[src/rtl/serial_bus_pkg.sv]
// Shared types and constants for the serial-bus arbiter and its round-robin picker.
package serial_bus_pkg;

    typedef enum logic [1:0] {
        ARB_IDLE,
        ARB_GRANT,
        ARB_XFER,
        ARB_GAP
    } arb_state_t;

    localparam int FRAME_BITS = 8;
    localparam int GRANT_ID_W = 3;
    // Watchdog counts to twice a frame length before it saturates.
    localparam int WDOG_W     = $clog2(2 * FRAME_BITS);

endpackage

[src/rtl/rr_priority_picker.sv]
// Combinational round-robin picker: searches the request vector starting one past
// rr_ptr, wrapping modulo NUM_SLAVES, and reports the first requester found.
module rr_priority_picker
    import serial_bus_pkg::*;
#(
    parameter int NUM_SLAVES = 3
) (
    input  logic [NUM_SLAVES-1:0] req,
    input  logic [GRANT_ID_W-1:0] rr_ptr,
    output logic [GRANT_ID_W-1:0] winner,
    output logic                  any_req
);

    localparam int SW = GRANT_ID_W + 1;

    logic [GRANT_ID_W-1:0] cand [NUM_SLAVES];
    logic [NUM_SLAVES-1:0] hit;

    // cand[gi] is the slave at rotation offset gi+1; rr_ptr < NUM_SLAVES so one
    // conditional subtraction is enough to wrap.
    generate
        for (genvar gi = 0; gi < NUM_SLAVES; gi++) begin : g_cand
            logic [SW-1:0] sum;
            assign sum      = {1'b0, rr_ptr} + SW'(gi + 1);
            assign cand[gi] = (sum >= SW'(NUM_SLAVES)) ? GRANT_ID_W'(sum - SW'(NUM_SLAVES))
                                                       : sum[GRANT_ID_W-1:0];
            assign hit[gi]  = |(req & (NUM_SLAVES'(1) << cand[gi]));
        end
    endgenerate

    always_comb begin
        winner  = '0;
        any_req = 1'b0;
        for (int i = NUM_SLAVES - 1; i >= 0; i--) begin
            if (hit[i]) begin
                winner  = cand[i];
                any_req = 1'b1;
            end
        end
    end

endmodule

[src/rtl/serial_bus_arbiter.sv]
// Round-robin arbiter steering one granted slave's 8-bit LSB-first serial frame onto
// a registered bus output, with a saturating watchdog for frames that never complete.
module serial_bus_arbiter
    import serial_bus_pkg::*;
#(
    parameter int NUM_SLAVES = 3,
    parameter int TIMEOUT    = 12
) (
    input  logic                  clk,
    input  logic                  reset,
    input  logic                  m_rx_ready,
    input  logic [NUM_SLAVES-1:0] s_valid,
    input  logic [NUM_SLAVES-1:0] s_tx_done,
    input  logic [NUM_SLAVES-1:0] tx_data,
    output logic [NUM_SLAVES-1:0] m_ready,
    output logic                  bus_data,
    output logic                  bus_valid,
    output logic                  bus_last,
    output logic [GRANT_ID_W-1:0] grant_id,
    output logic                  frame_done,
    output logic                  timeout_err
);

    localparam int WI = WDOG_W + 1;

    arb_state_t            state_q, state_d;
    logic [GRANT_ID_W-1:0] rr_ptr_q, rr_ptr_d;
    logic [GRANT_ID_W-1:0] grant_q, grant_d;
    logic [NUM_SLAVES-1:0] m_ready_q, m_ready_d;
    logic                  bus_data_q, bus_data_d;
    logic                  bus_valid_q, bus_valid_d;
    logic                  bus_last_q, bus_last_d;
    logic                  frame_done_q, frame_done_d;
    logic                  timeout_err_q, timeout_err_d;
    logic [WDOG_W-1:0]     wdog_q, wdog_d;

    logic [GRANT_ID_W-1:0] winner;
    logic                  any_req;
    logic [NUM_SLAVES-1:0] grant_mask;
    logic                  sel_valid;
    logic                  sel_done;
    logic                  sel_data;
    logic [WI-1:0]         wdog_inc;

    rr_priority_picker #(
        .NUM_SLAVES (NUM_SLAVES)
    ) u_picker (
        .req     (s_valid),
        .rr_ptr  (rr_ptr_q),
        .winner  (winner),
        .any_req (any_req)
    );

    // Only the granted slave's lines are ever looked at.
    assign grant_mask = NUM_SLAVES'(1) << grant_q;
    assign sel_valid  = |(s_valid & grant_mask);
    assign sel_done   = |(s_tx_done & grant_mask);
    assign sel_data   = |(tx_data & grant_mask);
    assign wdog_inc   = {1'b0, wdog_q} + WI'(1);

    always_comb begin
        state_d       = state_q;
        rr_ptr_d      = rr_ptr_q;
        grant_d       = grant_q;
        m_ready_d     = '0;
        bus_data_d    = 1'b0;
        bus_valid_d   = 1'b0;
        bus_last_d    = 1'b0;
        frame_done_d  = 1'b0;
        timeout_err_d = 1'b0;
        wdog_d        = wdog_q;

        case (state_q)
            ARB_IDLE: begin
                if (m_rx_ready && any_req) begin
                    grant_d   = winner;
                    m_ready_d = NUM_SLAVES'(1) << winner;
                    state_d   = ARB_GRANT;
                end
            end
            ARB_GRANT: begin
                if (sel_valid) begin
                    wdog_d  = '0;
                    state_d = ARB_XFER;
                end else begin
                    state_d = ARB_IDLE;
                end
            end
            ARB_XFER: begin
                // Leave XFER the cycle after the completion pulse is registered,
                // which spaces back-to-back grants 12 cycles apart.
                if (frame_done_q || timeout_err_q) begin
                    state_d = ARB_GAP;
                end else begin
                    wdog_d = (wdog_q == '1) ? wdog_q : wdog_q + WDOG_W'(1);
                    if (sel_done) begin
                        bus_data_d   = sel_data;
                        bus_valid_d  = 1'b1;
                        bus_last_d   = 1'b1;
                        frame_done_d = 1'b1;
                        rr_ptr_d     = grant_q;
                    end else if (wdog_inc >= WI'(TIMEOUT)) begin
                        timeout_err_d = 1'b1;
                        rr_ptr_d      = grant_q;
                    end else begin
                        bus_data_d  = sel_data;
                        bus_valid_d = 1'b1;
                    end
                end
            end
            ARB_GAP: begin
                state_d = ARB_IDLE;
            end
            default: begin
                state_d = ARB_IDLE;
            end
        endcase
    end

    always_ff @(posedge clk) begin
        if (reset) begin
            state_q       <= ARB_IDLE;
            rr_ptr_q      <= GRANT_ID_W'(NUM_SLAVES - 1);
            grant_q       <= '0;
            m_ready_q     <= '0;
            bus_data_q    <= 1'b0;
            bus_valid_q   <= 1'b0;
            bus_last_q    <= 1'b0;
            frame_done_q  <= 1'b0;
            timeout_err_q <= 1'b0;
            wdog_q        <= '0;
        end else begin
            state_q       <= state_d;
            rr_ptr_q      <= rr_ptr_d;
            grant_q       <= grant_d;
            m_ready_q     <= m_ready_d;
            bus_data_q    <= bus_data_d;
            bus_valid_q   <= bus_valid_d;
            bus_last_q    <= bus_last_d;
            frame_done_q  <= frame_done_d;
            timeout_err_q <= timeout_err_d;
            wdog_q        <= wdog_d;
        end
    end

    assign m_ready     = m_ready_q;
    assign bus_data    = bus_data_q;
    assign bus_valid   = bus_valid_q;
    assign bus_last    = bus_last_q;
    assign grant_id    = grant_q;
    assign frame_done  = frame_done_q;
    assign timeout_err = timeout_err_q;

endmodule

[config.mk]
export PLATFORM = sky130hd
export DESIGN_NAME = serial_bus_arbiter
export DESIGN_NICKNAME = d
export VERILOG_FILES = /design/src/rtl/serial_bus_pkg.sv /design/src/rtl/rr_priority_picker.sv /design/src/rtl/serial_bus_arbiter.sv
export SDC_FILE = /design/constraint.sdc
export NUM_CORES = 1
export LEC_CHECK = 0
export BUFFER_PORTS_ARGS = -buffer_cell sky130_fd_sc_hd__clkbuf_2
export CAP_MARGIN = 10
export CORE_MARGIN = 4
export CORE_UTILIZATION = 45
export DETAILED_ROUTE_END_ITERATION = 8
export PLACE_DENSITY = 0.73
export SLEW_MARGIN = 5
export SYNTH_ARGS = -nofsm -noshare
export SYNTH_HDL_FRONTEND = slang
export SYNTH_SLANG_ARGS = --single-unit
[constraint.sdc]
create_clock -name clk -period 5.3 [get_ports clk]
set_clock_uncertainty 0.2 [all_clocks]
set_input_delay 0.53 -clock clk [delete_from_list [all_inputs] [get_ports clk]]
set_output_delay 0.53 -clock clk [all_outputs]
set_load 0.05 [all_outputs]
# Yosys cells after proc, flatten, opt, wreduce, memory -nomap -nowiden
# Cells that the tools add are included.
# totals
in_bits	12
reg_bits	19
output_inout_bits	11
# op_classes
add_sub_neg	8
eq_ne	9
n_shift	5
bitwise	10
magnitude_cmp	4
n_reduce_logical	18
n_mux	25
# ops
op	count
two-way mux 3 bit	8
OR reduction 3 bit	8
bitwise AND 3 bit	6
<< shifter 1 x 3 -> 3 bit, first input constant	5
greater-or-equal comparator 4 x 2 -> 1 bit, second input constant	3
two-way mux 4 bit	3
inequality test 2 bit, second input constant	5
two-way mux 1 bit	9
subtractor 3 x 2 -> 3 bit, second input constant	3
adder 3 x 2 -> 4 bit, second input constant	2
case mux 2 bit (4 select lines)	1
case mux 4 bit (2 select lines)	1
two-way mux 2 bit	3
OR reduction 6 bit	1
adder 4 x 1 -> 5 bit, second input constant	1
greater-or-equal comparator 5 x 4 -> 1 bit, second input constant	1
adder 3 x 1 -> 4 bit, second input constant	1
adder 4 x 1 -> 4 bit, second input constant	1
equality test 2 bit, second input constant	2
equality test 4 bit, second input constant	1
NOT 1 bit	4
AND reduction 2 bit	2
AND reduction 4 bit	1
nonzero test 2 bit	2
other kinds (5)	5

# Depth between registers and ports, before layout
# Gate-level depths: netlist (run 1).
# logic_depth
depth_word	12
ltp_mapped	11
ltp_nobuf	9

# By module
# A second synthesis (run 1) with hierarchy kept.
# hier_totals
hier_cells	156
area_unflattened_um2	1355.0
# by_module_without_submodules
mod	cells_each	instances	area_per_inst_um2
serial_bus_arbiter	97	1	887.1
rr_priority_picker	59	1	467.9

# Worst setup path after synthesis (run 1)
# No wires, ideal clock.
# synth_timing
path_type	register -> register
start	register rr_ptr_q[0]
end	register m_ready_q[1] (netlist: m_ready[1])
path_slack_ps	2741
t_arrival_ps	2232
path_stages_with_launch	11
path_cell_list	dfxtp_1 buf_6 inv_1 ha_1 buf_2 o31ai_1 a21oi_1 o2111ai_1 a31oi_1 or2_1 nor3b_1
# synth_between
elab_chain_len	12
word_cells_on_any_way	31
cone_classes	add/sub: 6; order compare: 3; shift: 4; mux: 9; bitwise: 4; reduce/logical: 5
# synth_rtl
item	line_no	text
start: declaration	serial_bus_arbiter.sv:27	logic [GRANT_ID_W-1:0] rr_ptr_q, rr_ptr_d;
start signal: assignment	serial_bus_arbiter.sv:123	rr_ptr_q <= GRANT_ID_W'(NUM_SLAVES - 1);
start signal: assignment	serial_bus_arbiter.sv:134	rr_ptr_q <= rr_ptr_d;
adder 3 x 2 -> 4 bit	rr_priority_picker.sv:24	assign sum = {1'b0, rr_ptr} + SW'(gi + 1);
greater-or-equal comparator 4 x 2 -> 1 bit / subtractor 3 x 2 -> 3 bit (equally long branches)	rr_priority_picker.sv:25	assign cand[gi] = (sum >= SW'(NUM_SLAVES)) ? GRANT_ID_W'(sum - SW'(NUM_SLAVES))
two-way mux 3 bit	rr_priority_picker.sv:25	
<< shifter 1 x 3 -> 3 bit	rr_priority_picker.sv:27	assign hit[gi] = |(req & (NUM_SLAVES'(1) << cand[gi]));
bitwise AND 3 bit	rr_priority_picker.sv:27	
OR reduction 3 bit	rr_priority_picker.sv:27	
two-way mux 1 bit (3 in a row)	rr_priority_picker.sv:35	if (hit[i]) begin
logical AND 1 bit	serial_bus_arbiter.sv:75	if (m_rx_ready && any_req) begin
NOT 1 bit (no source line)	n/a	
OR reduction 3 bit (no source line)	n/a	
end signal: assignment	serial_bus_arbiter.sv:136	m_ready_q <= m_ready_d;
end: declaration	serial_bus_arbiter.sv:29	logic [NUM_SLAVES-1:0] m_ready_q, m_ready_d;
# Several ways; a longest one is shown, not always the timed one.
# A chain may end at the register's enable or synchronous reset.

# Final worst setup path (run 1)
# layout_timing
start	register rr_ptr_q[0]
end	register grant_q[1] (netlist: grant_id[1])
# layout_between
elab_chain_len	11
word_cells_on_any_way	29
cone_classes	add/sub: 6; order compare: 3; shift: 3; mux: 9; bitwise: 3; reduce/logical: 5
# layout_rtl
item	line_no	text
adder 3 x 2 -> 4 bit	rr_priority_picker.sv:24	
greater-or-equal comparator 4 x 2 -> 1 bit / subtractor 3 x 2 -> 3 bit (equally long branches)	rr_priority_picker.sv:25	
two-way mux 3 bit	rr_priority_picker.sv:25	
<< shifter 1 x 3 -> 3 bit	rr_priority_picker.sv:27	
bitwise AND 3 bit	rr_priority_picker.sv:27	
OR reduction 3 bit	rr_priority_picker.sv:27	
two-way mux 1 bit (3 in a row)	rr_priority_picker.sv:35	
logical AND 1 bit	serial_bus_arbiter.sv:75	
AND reduction 2 bit (no source line)	n/a	
end signal: assignment	serial_bus_arbiter.sv:135	grant_q <= grant_d;
end: declaration	serial_bus_arbiter.sv:28	logic [GRANT_ID_W-1:0] grant_q, grant_d;
# Several ways; a longest one is shown, not always the timed one.

==> key figures, run 1 <==
GRT
  • First-pass GRT wire length: 5244 um
  • M1 GR Usage: 0.2094
  • All-layer global routing usage: 0.1537
  • GRT Max-Usage Layer: met2
  • M3 GR Usage: 0.02773
  • Largest net degree at the start of global routing: 23
  • Total grt overflow: 0
  • GRT met2 Usage: 0.2487
  • Initial antenna violation count: 0
  • Via count of the first global-routing pass: 1155

Synth
  • #FFs+latches synth: 19
  • Post-synthesis net count: 187
  • Syn. warnings: 0
  • Top FF cell, synth: dfxtp_1
  • Synth Instances: 166
  • Part of the Yosys area used for sequential elements: 0.2653
  • Netlist Area Pre-Place: 1434 um2
  • Yosys cell types: 60
  • EDFF count, synth: 0
  • Async S/R FF share, synth: 0
  • Syn_area_per_cell: 8.638 um2

CTS
  • Root Buffer: clkbuf_4
  • Hold-fix buffers, CTS: 0
  • Total CTS buffers: 3
  • Clk buf depth: 2
  • Htree depth: 1
  • Postcts setup bufs: 0
  • Clock latency on the worst-skew pair: 0.29 ns
  • CTS tree: done
  • Worst-path clk slew: 0.11 ns
  • Clock Sinks: 19
  • # resized after CTS: 0

Timing
  • Slew headroom: 0.5853
  • Setup violators final: 0
  • Final worst path period need: 3.435 ns
  • Hold slack final: 0.3163 ns
  • Hold Fails Final Rpt: 0
  • FMAX: 0.2911 GHz
  • Final Max Slew Viols: 0
  • RSZ-0062 raised after global routing: no
  • Worst slew pin tran: 0.6213 ns
  • Setup_tns: 0 ns
  • Final Cycle Share: 0.6482

Power and ir drop
  • Pwr dens: 192.4 nW/um2
  • Worst vdd ir: 0.07188 mV
  • LEAKAGE: 0.6643 nW

Worst setup path
  • Worst reg-to-reg setup slack: 1.86 ns
  • R2R depth: 9
  • Critical Path AT: 3.40 ns
  • Worst path required time: 5.27 ns
  • Crit Path Max Fanout: 22
  • Critical path class: register to register
  • Largest stage delay on the critical path: 0.74 ns
  • CP max stage cell: dfxtp_1
  • CP dominant cell by count: inv_1
  • Worst r2r src: rr_ptr_q[0]$_SDFFE_PP0P_
  • Reg2reg end: grant_id[1]$_SDFFE_PP0P_
  • Crit-path cells: inv_1 -> ha_1 -> inv_1 -> o221a_1 -> a31o_1 -> a32o_2 -> o211ai_4 -> mux2i_1 -> nor2_1
  • CP startpoint kind: register
  • Worst Setup End Kind: register

Route
  • Routed wire per std cell: 13.14 um
  • Post-route ant nets: 0
  • Pre-antenna DRT Iters: 4
  • Initial detailed-routing violation count: 67
  • Drt via density: 5.463
  • Detailed Route WL: 2983 um
  • Via Count: 1240
  • DRC: 0

Die
  • Die Y: 64.45 um
  • Die area: 4154 um2
  • Core footprint: 3053 um2
  • Num ports: 23
  • Initial Util: 0.4697
  • Site Rows: 20
  • Die width: 64.45 um

Placed design
  • DP Area: 1541 um2
  • Post-DP HPWL: 2276 um
  • Placer congestion estimate: 0.8422
  • Buffers on Ports: 22

Worst hold path
  • Hold path cells: 2
  • Hold path start: state_q[0]$_SDFFE_PP0P_
  • Hold Crit Class: register to register

Flow run
  • Max Cap Viol: 0

Finish
  • Layout area overhead: 9.424%
  • Filler cells: 290
  • Final net count: 205
  • Antenna diodes: 0
  • Share of cells above drive strength 1: 0.2240
  • Design area: 1569 um2

Outcome
  • Run status: finished clean
## registers in the layout (all words and copies together), names as in the netlist, named ones only
signal and count:
wdog_q 4, m_ready 3, rr_ptr_q 3, frame_done 1, grant_id 3, bus_valid 1
bus_data 1, timeout_err 1, state_q 1
## routing by layer
| layer | share of wire | vias up |
|---|---|---|
| li1 | - | 642 |
| met5 | 0 | - |
| met1 | 0.50 | 558 |
| met3 | 0.058 | 2 |
| met2 | 0.43 | 38 |
| met4 | 0.0091 | 0 |
## cell type report
cell class / count / area [um2] / area share
Clock buffer: 3 / 22.52 / 0.01435
Clock inverter: 1 / 5.005 / 0.003190
Sequential cell: 19 / 380.4 / 0.2424
Inverter: 6 / 22.52 / 0.01435
Multi-Input combinational cell: 132 / 973.4 / 0.6204
Timing Repair Buffer: 22 / 110.1 / 0.07018
Tap cell: 44 / 55.05 / 0.03509
## where the power goes
| group | total, W | switching, W | internal [W] |
|---|---|---|---|
| clock | 0.0000702 | 0.0000422 | 0.0000280 |
| sequential | 0.000154 | 0.00000648 | 0.000148 |
| combinational | 0.0000773 | 0.0000485 | 0.0000288 |
## metrics by stage
| stage | utilization | instances | total power [W] | worst slack, ns |
|---|---|---|---|---|
| after floorplan | - | 166 | 0.0002170 | 2.741 |
| after global placement | 0.5049 | 223 | 0.0002334 | 2.040 |
| after detailed placement | 0.5049 | 223 | 0.0002344 | 1.904 |
| after CTS | 0.5139 | 227 | 0.0003048 | 1.886 |
| after global routing | 0.5139 | 227 | 0.0003189 | 1.522 |
| final | 0.5139 | 227 | 0.0003019 | 1.865 |
## logic make-up after synthesis
group                      after synthesis  synth area share
xor gates and xnor gates                 4           0.03753
muxes                                   10           0.06981
buffers and inverters                   15           0.05584
and+or+nand+nor                         67            0.2705
AOI/OAI and AO/OA                       42            0.2225
adders and majority gates                9           0.07854
DFF                                     19            0.2653
## Yosys cell counts (2+ instances only)
master,instances,share of area
a211oi_1,3,0.016
a21oi_1,8,0.028
a31oi_1,4,0.017
buf_2,3,0.010
buf_6,2,0.016
clkbuf_1,2,0.0052
dfxtp_1,19,0.27
ha_1,9,0.079
inv_1,6,0.016
mux2i_1,10,0.070
nand2_1,12,0.031
nand2b_1,5,0.022
nand3_1,2,0.0070
nand3b_1,2,0.010
nor2_1,15,0.039
nor2b_1,3,0.013
nor3_1,6,0.021
nor3b_1,4,0.021
o21ai_0,5,0.017
o21bai_1,2,0.010
o32ai_1,3,0.018
or4b_1,2,0.014
xnor2_1,2,0.012
## layout by cell type, fill, tap and decap left out, types with 2 or more instances in the layout
cell       n
o32ai_1    3
clkbuf_2  22
o21ai_0    5
nand2_1   12
a211oi_1   3
nor2_1    15
clkbuf_4   3
inv_1      6
o21bai_1   2
nand3_1    2
nor2b_1    3
nand3b_1   2
nor3_1     6
nor3b_1    4
a31oi_1    4
xnor2_1    2
nand2b_1   5
ha_1       9
or4b_1     2
mux2i_1   10
a21oi_1    8
dfxtp_1   19
## worst max path at each step
| stage | slack, ns | endpoint | startpoint | depth (start not counted) |
|---|---|---|---|---|
| floorplan | 2.74 | m_ready[1]$_SDFF_PP0_ | rr_ptr_q[0]$_SDFFE_PP0P_ | 10 |
| global placement | 2.04 | grant_id[1]$_SDFFE_PP0P_ | rr_ptr_q[0]$_SDFFE_PP0P_ | 9 |
| finish | 1.86 | grant_id[1]$_SDFFE_PP0P_ | rr_ptr_q[0]$_SDFFE_PP0P_ | 9 |
| detailed placement | 1.90 | grant_id[1]$_SDFFE_PP0P_ | rr_ptr_q[0]$_SDFFE_PP0P_ | 9 |
| CTS | 1.89 | grant_id[1]$_SDFFE_PP0P_ | rr_ptr_q[0]$_SDFFE_PP0P_ | 9 |
| global route | 1.52 | grant_id[1]$_SDFFE_PP0P_ | rr_ptr_q[0]$_SDFFE_PP0P_ | 9 |
## critical path, delay by kind of cell (launching register included)
kind,cells,cell delay [ns]
compound gates,4,1.02
fa+ha+maj,1,0.62
buf+inv,2,0.46
flops,1,0.74
mux,1,0.23
simple gates,1,0.05
(Power assumes the default switching activity.)
==> run 2: changes to the inputs <==
Settings changed: ABC_AREA from default to 1.
Clock period 5.3 ns to 3.28 ns, I/O delays scaled along.
==> run 2 against run 1 <==
Effect of this change: power increased by 120%; worst setup slack got worse by 1.1 ns; hold slack got worse by 0.27 ns; global-route usage decreased by 0.81 points; first-iteration DRC count decreased by 12%; critical path depth increased by 3; routed wire length decreased by 5.9%; non-clock buffer count unchanged; largest cell class unchanged; largest power group unchanged; highest routed layer unchanged.
==> key figures, run 2 <==
Worst setup path
  • Crit Path Max Fanout: 11 (was 22)
  • Critical Path AT: 2.51 ns (was 3.40 ns)
  • Worst Setup End Kind: register (unchanged)
  • CP max stage cell: dfxtp_1 (unchanged)
  • CP startpoint kind: register (unchanged)
  • Crit-path cells: inv_4 -> ha_1 -> xnor2_2 -> nand2_1 -> nand2_1 -> nand2_1 -> nor2_1 -> nor2_1 -> nor2_1 -> nand2_2 -> nand3_1 -> o31ai_1 (was inv_1 -> ha_1 -> inv_1 -> o221a_1 -> a31o_1 -> a32o_2 -> o211ai_4 -> mux2i_1 -> nor2_1)
  • Largest stage delay on the critical path: 0.67 ns (was 0.74 ns)
  • Critical path class: register to register (unchanged)
  • Worst path required time: 3.27 ns (was 5.27 ns)

Route
  • DRC: 0 (unchanged)
  • Pre-antenna DRT Iters: 4 (unchanged)
  • Drt via density: 4.931 (was 5.463)
  • Routed wire per std cell: 10.83 um (was 13.14 um)
  • Initial detailed-routing violation count: 59 (was 67)
  • Detailed Route WL: 2806 um (was 2983 um)
  • Via Count: 1277 (was 1240)
  • Post-route ant nets: 0 (unchanged)

Timing
  • RSZ-0062 raised after global routing: no (unchanged)
  • FMAX: 0.3981 GHz (was 0.2911 GHz)
  • Setup_tns: 0 ns (unchanged)
  • Final Cycle Share: 0.7658 (was 0.6482)
  • Hold Fails Final Rpt: 0 (unchanged)
  • Final worst path period need: 2.512 ns (was 3.435 ns)
  • Final Max Slew Viols: 0 (unchanged)
  • Slew headroom: 0.6488 (was 0.5853)
  • Setup violators final: 0 (unchanged)
  • Worst slew pin tran: 0.5261 ns (was 0.6213 ns)

Finish
  • Share of cells above drive strength 1: 0.2237 (was 0.2240)
  • Non-filler cells, final: 259 (was 227)
  • Final net count: 250 (was 205)
  • Antenna diodes: 0 (unchanged)
  • Commonest non-fill, non-tap cell in the layout: nand2_1 (was clkbuf_2)
  • Layout area overhead: 10.64% (was 9.424%)
  • Commonest cells after routing, fill and taps aside: nand2_1 (53), inv_1 (28), clkbuf_2 (22), dfxtp_1 (19), nand3_1 (18) (was clkbuf_2 (22), dfxtp_1 (19), nor2_1 (15), nand2_1 (12), mux2i_1 (10))
  • Largest Register: wdog_q (unchanged)
  • Max reg flops: 4 (unchanged)
  • Design area: 1535 um2 (was 1569 um2)

Placed design
  • Placed Cells: 255 (was 223)
  • Placer congestion estimate: 0.8512 (was 0.8422)
  • DP Area: 1508 um2 (was 1541 um2)
  • Buffers on Ports: 22 (unchanged)
  • Post-DP HPWL: 2301 um (was 2276 um)

Synth
  • Yosys cell types: 31 (was 60)
  • Part of the Yosys area used for sequential elements: 0.2741 (was 0.2653)
  • Async S/R FF share, synth: 0 (unchanged)
  • Top FF cell, synth: dfxtp_1 (unchanged)
  • Synth Instances: 206 (was 166)
  • Syn. warnings: 0 (unchanged)
  • Top cell types by occurrence after synthesis: nand2_1 (53), inv_1 (28), dfxtp_1 (19) (was dfxtp_1 (19), nor2_1 (15), nand2_1 (12))
  • Most numerous cell in the Yosys netlist: nand2_1 (was dfxtp_1)
  • Largest area contributor in the netlist: dfxtp_1 (unchanged)
  • Netlist Area Pre-Place: 1388 um2 (was 1434 um2)
  • Post-synthesis net count: 227 (was 187)
  • EDFF count, synth: 0 (unchanged)
  • Syn_area_per_cell: 6.736 um2 (was 8.638 um2)
  • Synth top area cells: dfxtp_1 (27%), nand2_1 (14%), ha_1 (8.1%) (was dfxtp_1 (27%), ha_1 (7.9%), mux2i_1 (7.0%))
  • #FFs+latches synth: 19 (unchanged)
  • Top-area cell type share of the netlist area: 0.2741 (was 0.2653)

Outcome
  • Run status: finished clean (unchanged)

Die
  • Die Y: 63.53 um (was 64.45 um)
  • Core footprint: 2853 um2 (was 3053 um2)
  • Die area: 4036 um2 (was 4154 um2)
  • Site Rows: 19 (was 20)
  • Initial Util: 0.4864 (was 0.4697)
  • Num ports: 23 (unchanged)
  • Die width: 63.53 um (was 64.45 um)

CTS
  • Clk buf depth: 2 (unchanged)
  • Clock Sinks: 19 (unchanged)
  • Root Buffer: clkbuf_4 (unchanged)
  • Hold-fix buffers, CTS: 0 (unchanged)
  • Htree depth: 1 (unchanged)
  • Postcts setup bufs: 0 (unchanged)
  • Worst-path clk slew: 0.11 ns (about the same)
  • Clock latency on the worst-skew pair: 0.30 ns (was 0.29 ns)
  • CTS tree: done (unchanged)
  • Total CTS buffers: 3 (unchanged)
  • # resized after CTS: 0 (unchanged)

GRT
  • Total grt overflow: 0 (unchanged)
  • Via count of the first global-routing pass: 1085 (was 1155)
  • First-pass GRT wire length: 4685 um (was 5244 um)
  • All-layer global routing usage: 0.1457 (was 0.1537)
  • Largest net degree at the start of global routing: 12 (was 23)
  • Initial antenna violation count: 0 (unchanged)

Power and ir drop
  • Pwr dens: 435.7 nW/um2 (was 192.4 nW/um2)
  • LEAKAGE: 0.8552 nW (was 0.6643 nW)
  • Worst vdd ir: 0.2805 mV (was 0.07188 mV)
  • Tot Pwr: 0.0006689 W (was 0.0003019 W)

Flow run
  • Max Cap Viol: 0 (unchanged)

Worst hold path
  • Hold Crit Class: input port to register (was register to register)
## run 2: cell count changes after synthesis, sizes merged, moves of 5 or more
cell    change
nand4       +8
inv        +26
nand2b      -5
mux2i      -10
nand2      +51
nand3      +20
## run 2: layout make-up
| type | instances | area, um2 |
|---|---|---|
| Clock buffer | 3 | 22.52 |
| Clock inverter | 1 | 5.005 |
| Fill cell | 275 | 1318 |
| Inverter | 32 | 122.6 |
| Multi-Input combinational cell | 151 | 855.8 |
| Sequential cell | 19 | 380.4 |
| Tap cell | 31 | 38.79 |
| Timing Repair Buffer | 22 | 110.1 |
## run 2: critical path, delay by kind of cell (launching register included)
family	cells	cell delay, ns
AO/OA/AOI/OAI	1	0.10
adder cells (fa/ha/maj)	1	0.42
AND/OR/NAND/NOR	8	0.72
flip-flops	1	0.67
buffers and inverters	1	0.11
XOR/XNOR	1	0.20
## run 2: path summary, 6_finish.rpt
path | endpoint | slack, ns | cells past startpoint | start
min reg2reg | grant_id[2]$_SDFFE_PP0P_ | 0.35 | 2 | grant_id[2]$_SDFFE_PP0P_
max reg2reg | state_q[0]$_SDFFE_PP0P_ | 0.77 | 12 | rr_ptr_q[0]$_SDFFE_PP0P_
max | state_q[0]$_SDFFE_PP0P_ | 0.77 | 12 | rr_ptr_q[0]$_SDFFE_PP0P_
min | grant_id[2]$_SDFFE_PP0P_ | 0.04 | 2 | reset
## run 2: cells by family after synthesis
logic type	after synthesis	share of synthesized area
and+or+nand+nor	115	0.4031
buffers and inverters	36	0.1091
AOI/OAI and AO/OA	22	0.09558
DFF	19	0.2741
adders and majority gates	9	0.08116
xor gates and xnor gates	5	0.03698
## run 2: stage by stage
stage            util  worst slack [ns]  hold WS (ns)
2_1_floorplan       -             1.121        0.1971
3_3_place_gp   0.5285            0.7847        0.3250
3_5_place_dp   0.5285            0.7593        0.3286
4_1_cts        0.5382            0.7338       0.02781
5_1_grt        0.5382            0.5769       0.03604
6_report       0.5382            0.7682       0.04379
## run 2: power breakdown
group | switching [W] | internal, W | leakage [nW] | total (W)
clock network | 0.0000736 | 0.0000455 | 0.0177 | 0.000119
logic | 0.000185 | 0.0000896 | 0.683 | 0.000274
registers | 0.0000224 | 0.000253 | 0.154 | 0.000275
## run 2: metal layers
metal / up-vias / GRT usage / part of all wire
met3: 5 / 0.04263 / 0.039
met1: 536 / 0.2017 / 0.52
li1: 708 / - / -
met4: 0 / 0.04852 / 0.012
met2: 28 / 0.2138 / 0.42
met5: - / 0 / 0
==> run 3: changes to the inputs <==
Settings changed: PLACE_DENSITY 0.73 to 0.76.
Clock period 3.28 ns to 2.05 ns, I/O delays scaled along.
==> run 3 against run 2 <==
Effect of this change: utilization increased by 12 points; sequential share of layout area decreased by 3.9 points; first-iteration DRC count decreased by 36%.
==> key figures, run 3 (synthesized netlist as in run 2, its figures left out) <==
Timing
  • Hold Fails Final Rpt: 0 (unchanged)
  • Setup violators final: 0 (unchanged)
  • Worst slew pin tran: 0.4186 ns (was 0.5261 ns)
  • FMAX: 0.4946 GHz (was 0.3981 GHz)
  • Final Max Slew Viols: 0 (unchanged)
  • Slew headroom: 0.7188 (was 0.6488)
  • RSZ-0062 raised after global routing: yes (was no)
  • Final worst path period need: 2.022 ns (was 2.512 ns)
  • Final Cycle Share: 0.9862 (was 0.7658)

Outcome
  • Run status: finished clean (unchanged)

GRT
  • Via count of the first global-routing pass: 1178 (was 1085)
  • Largest net degree at the start of global routing: 12 (unchanged)
  • All-layer global routing usage: 0.1608 (was 0.1457)
  • Initial antenna violation count: 0 (unchanged)
  • GRT Max-Usage Layer: met2 (unchanged)
  • M1 GR Usage: 0.2114 (was 0.2017)
  • M3 GR Usage: 0.03730 (was 0.04263)
  • Total grt overflow: 0 (unchanged)
  • GRT met2 Usage: 0.2673 (was 0.2138)
  • First-pass GRT wire length: 5264 um (was 4685 um)

Die
  • Initial Util: 0.4864 (unchanged)
  • Core footprint: 2853 um2 (unchanged)
  • Die width: 63.53 um (unchanged)
  • Die area: 4036 um2 (unchanged)
  • Die Y: 63.53 um (unchanged)
  • Site Rows: 19 (unchanged)
  • Num ports: 23 (unchanged)

Worst setup path
  • CP startpoint kind: register (unchanged)
  • Crit Path Max Fanout: 4 (was 11)
  • Critical Path AT: 2.02 ns (was 2.51 ns)
  • Largest stage delay on the critical path: 0.38 ns (was 0.67 ns)
  • Critical path class: register to register (unchanged)
  • CP dominant cell by count: nand2_1
  • Crit-path cells: buf_6 -> ha_4 -> nor2_4 -> nand4_1 -> nand2_1 -> nand2_1 -> nor2_1 -> nor2_1 -> nor2_2 -> nand2_4 -> nand2_4 -> nand2_1 -> nand2_1 -> nor2_1 (was inv_4 -> ha_1 -> xnor2_2 -> nand2_1 -> nand2_1 -> nand2_1 -> nor2_1 -> nor2_1 -> nor2_1 -> nand2_2 -> nand3_1 -> o31ai_1)
  • CP max stage cell: dfxtp_4 (was dfxtp_1)
  • Worst path required time: 2.05 ns (was 3.27 ns)
  • Worst Setup End Kind: register (unchanged)

Finish
  • Commonest non-fill, non-tap cell in the layout: nand2_1 (unchanged)
  • Largest Register: wdog_q (unchanged)
  • Max reg flops: 4 (unchanged)
  • Utilization after layout: 0.6575 (was 0.5382)
  • Commonest cells after routing, fill and taps aside: nand2_1 (42), inv_1 (22), clkbuf_2 (22), nand2_2 (18) (was nand2_1 (53), inv_1 (28), clkbuf_2 (22), dfxtp_1 (19), nand3_1 (18))
  • Share of cells above drive strength 1: 0.3893 (was 0.2237)
  • Layout area overhead: 35.17% (was 10.64%)
  • Antenna diodes: 0 (unchanged)
  • Final net count: 266 (was 250)

Route
  • Post-route ant nets: 0 (unchanged)
  • Via Count: 1395 (was 1277)
  • Routed wire per std cell: 11.38 um (was 10.83 um)
  • DRC: 0 (unchanged)
  • Initial detailed-routing violation count: 38 (was 59)
  • Pre-antenna DRT Iters: 4 (unchanged)
  • Drt via density: 5.073 (was 4.931)
  • Detailed Route WL: 3130 um (was 2806 um)

Placed design
  • Buffers on Ports: 22 (unchanged)
  • Post-DP HPWL: 2377 um (was 2301 um)
  • Placer congestion estimate: 0.8064 (was 0.8512)

CTS
  • Clock Sinks: 19 (unchanged)
  • Total CTS buffers: 3 (unchanged)
  • Clock latency on the worst-skew pair: 0.29 ns (was 0.30 ns)
  • Worst-path clk slew: 0.10 ns (was 0.11 ns)
  • Root Buffer: clkbuf_4 (unchanged)
  • Clk buf depth: 2 (unchanged)
  • CTS tree: done (unchanged)
  • Htree depth: 1 (unchanged)

Worst hold path
  • Hold Crit Class: input port to register (unchanged)

Flow run
  • Max Cap Viol: 0 (unchanged)

Power and ir drop
  • Tot Pwr: 0.001204 W (was 0.0006689 W)
  • Worst vdd ir: 0.3220 mV (was 0.2805 mV)
  • Pwr dens: 642.1 nW/um2 (was 435.7 nW/um2)
  • LEAKAGE: 0.9643 nW (was 0.8552 nW)
run 3: cell count changes in the layout (fill, tap and decap cells not counted), sizes merged:
cell and delta:
dlygate4sd3 +4, buf +12, inv -1, clkinvlp +1
run 3: per-layer routing:
layer  up-vias  wire (um)
met5         -          0
met4         0          0
met3         0        135
met2        31       1552
met1       626       1442
li1        738          -
run 3: final timing paths:
path,depth (start not counted),slack [ns],endpoint,start
worst min register to register,2,0.35,grant_id[2]$_SDFFE_PP0P_,grant_id[2]$_SDFFE_PP0P_
worst min-delay path,5,0.08,frame_done$_SDFF_PP0_,s_tx_done[1]
worst max register to register,14,0.03,grant_id[0]$_SDFFE_PP0P_,rr_ptr_q[1]$_SDFFE_PP1P_
worst max-delay path,14,0.03,grant_id[0]$_SDFFE_PP0P_,rr_ptr_q[1]$_SDFFE_PP1P_
run 3: final cells by class:
cell class	instances	area (um2)
multi-input combinational	151	1036
fill	231	977.2
sequential	19	391.6
timing repair buffer	38	247.7
inverter	32	133.9
tap	31	38.79
clock buffer	3	22.52
clock inverter	1	5.005
run 3: timing repair:
action                                  CTS  global route
hold buffers                              4             0
endpoints found under the setup margin    7            12
setup buffers                             0             3
pin swaps                                 1            18
resized for setup                         3            44
hold endpoints to repair                  4             0
run 3: worst max-delay path: cells and delay by family, from the launching register on:
family	cells	cell delay (ns)
adders and majority gates	1	0.16
DFF	1	0.38
buffers and inverters	1	0.12
and+or+nand+nor	12	1.07
run 3: power breakdown:
group	internal (W)	switching, W	leakage [nW]
Sequential	0.000403	0.0000369	0.156
Combinational	0.000216	0.000364	0.791
Clock	0.0000727	0.000111	0.0177
Total	0.000692	0.000512	0.964
run 3: through the flow:
stage / area (um2) / std cells / TNS, ns / setup WS, ns / hold slack [ns]
3_5_place_dp: 1605 / 264 / -0.03409 / -0.01472 / 0.2560
5_1_grt: 1876 / 275 / -0.6626 / -0.1127 / 0.1325
2_1_floorplan: 1430 / 206 / -0.1028 / -0.03412 / 0.07407
3_3_place_gp: 1605 / 264 / -0.02017 / -0.01163 / 0.2547
4_1_cts: 1679 / 272 / 0 / 0.001798 / 0.05157
6_report: 1876 / 275 / 0 / 0.02831 / 0.07679
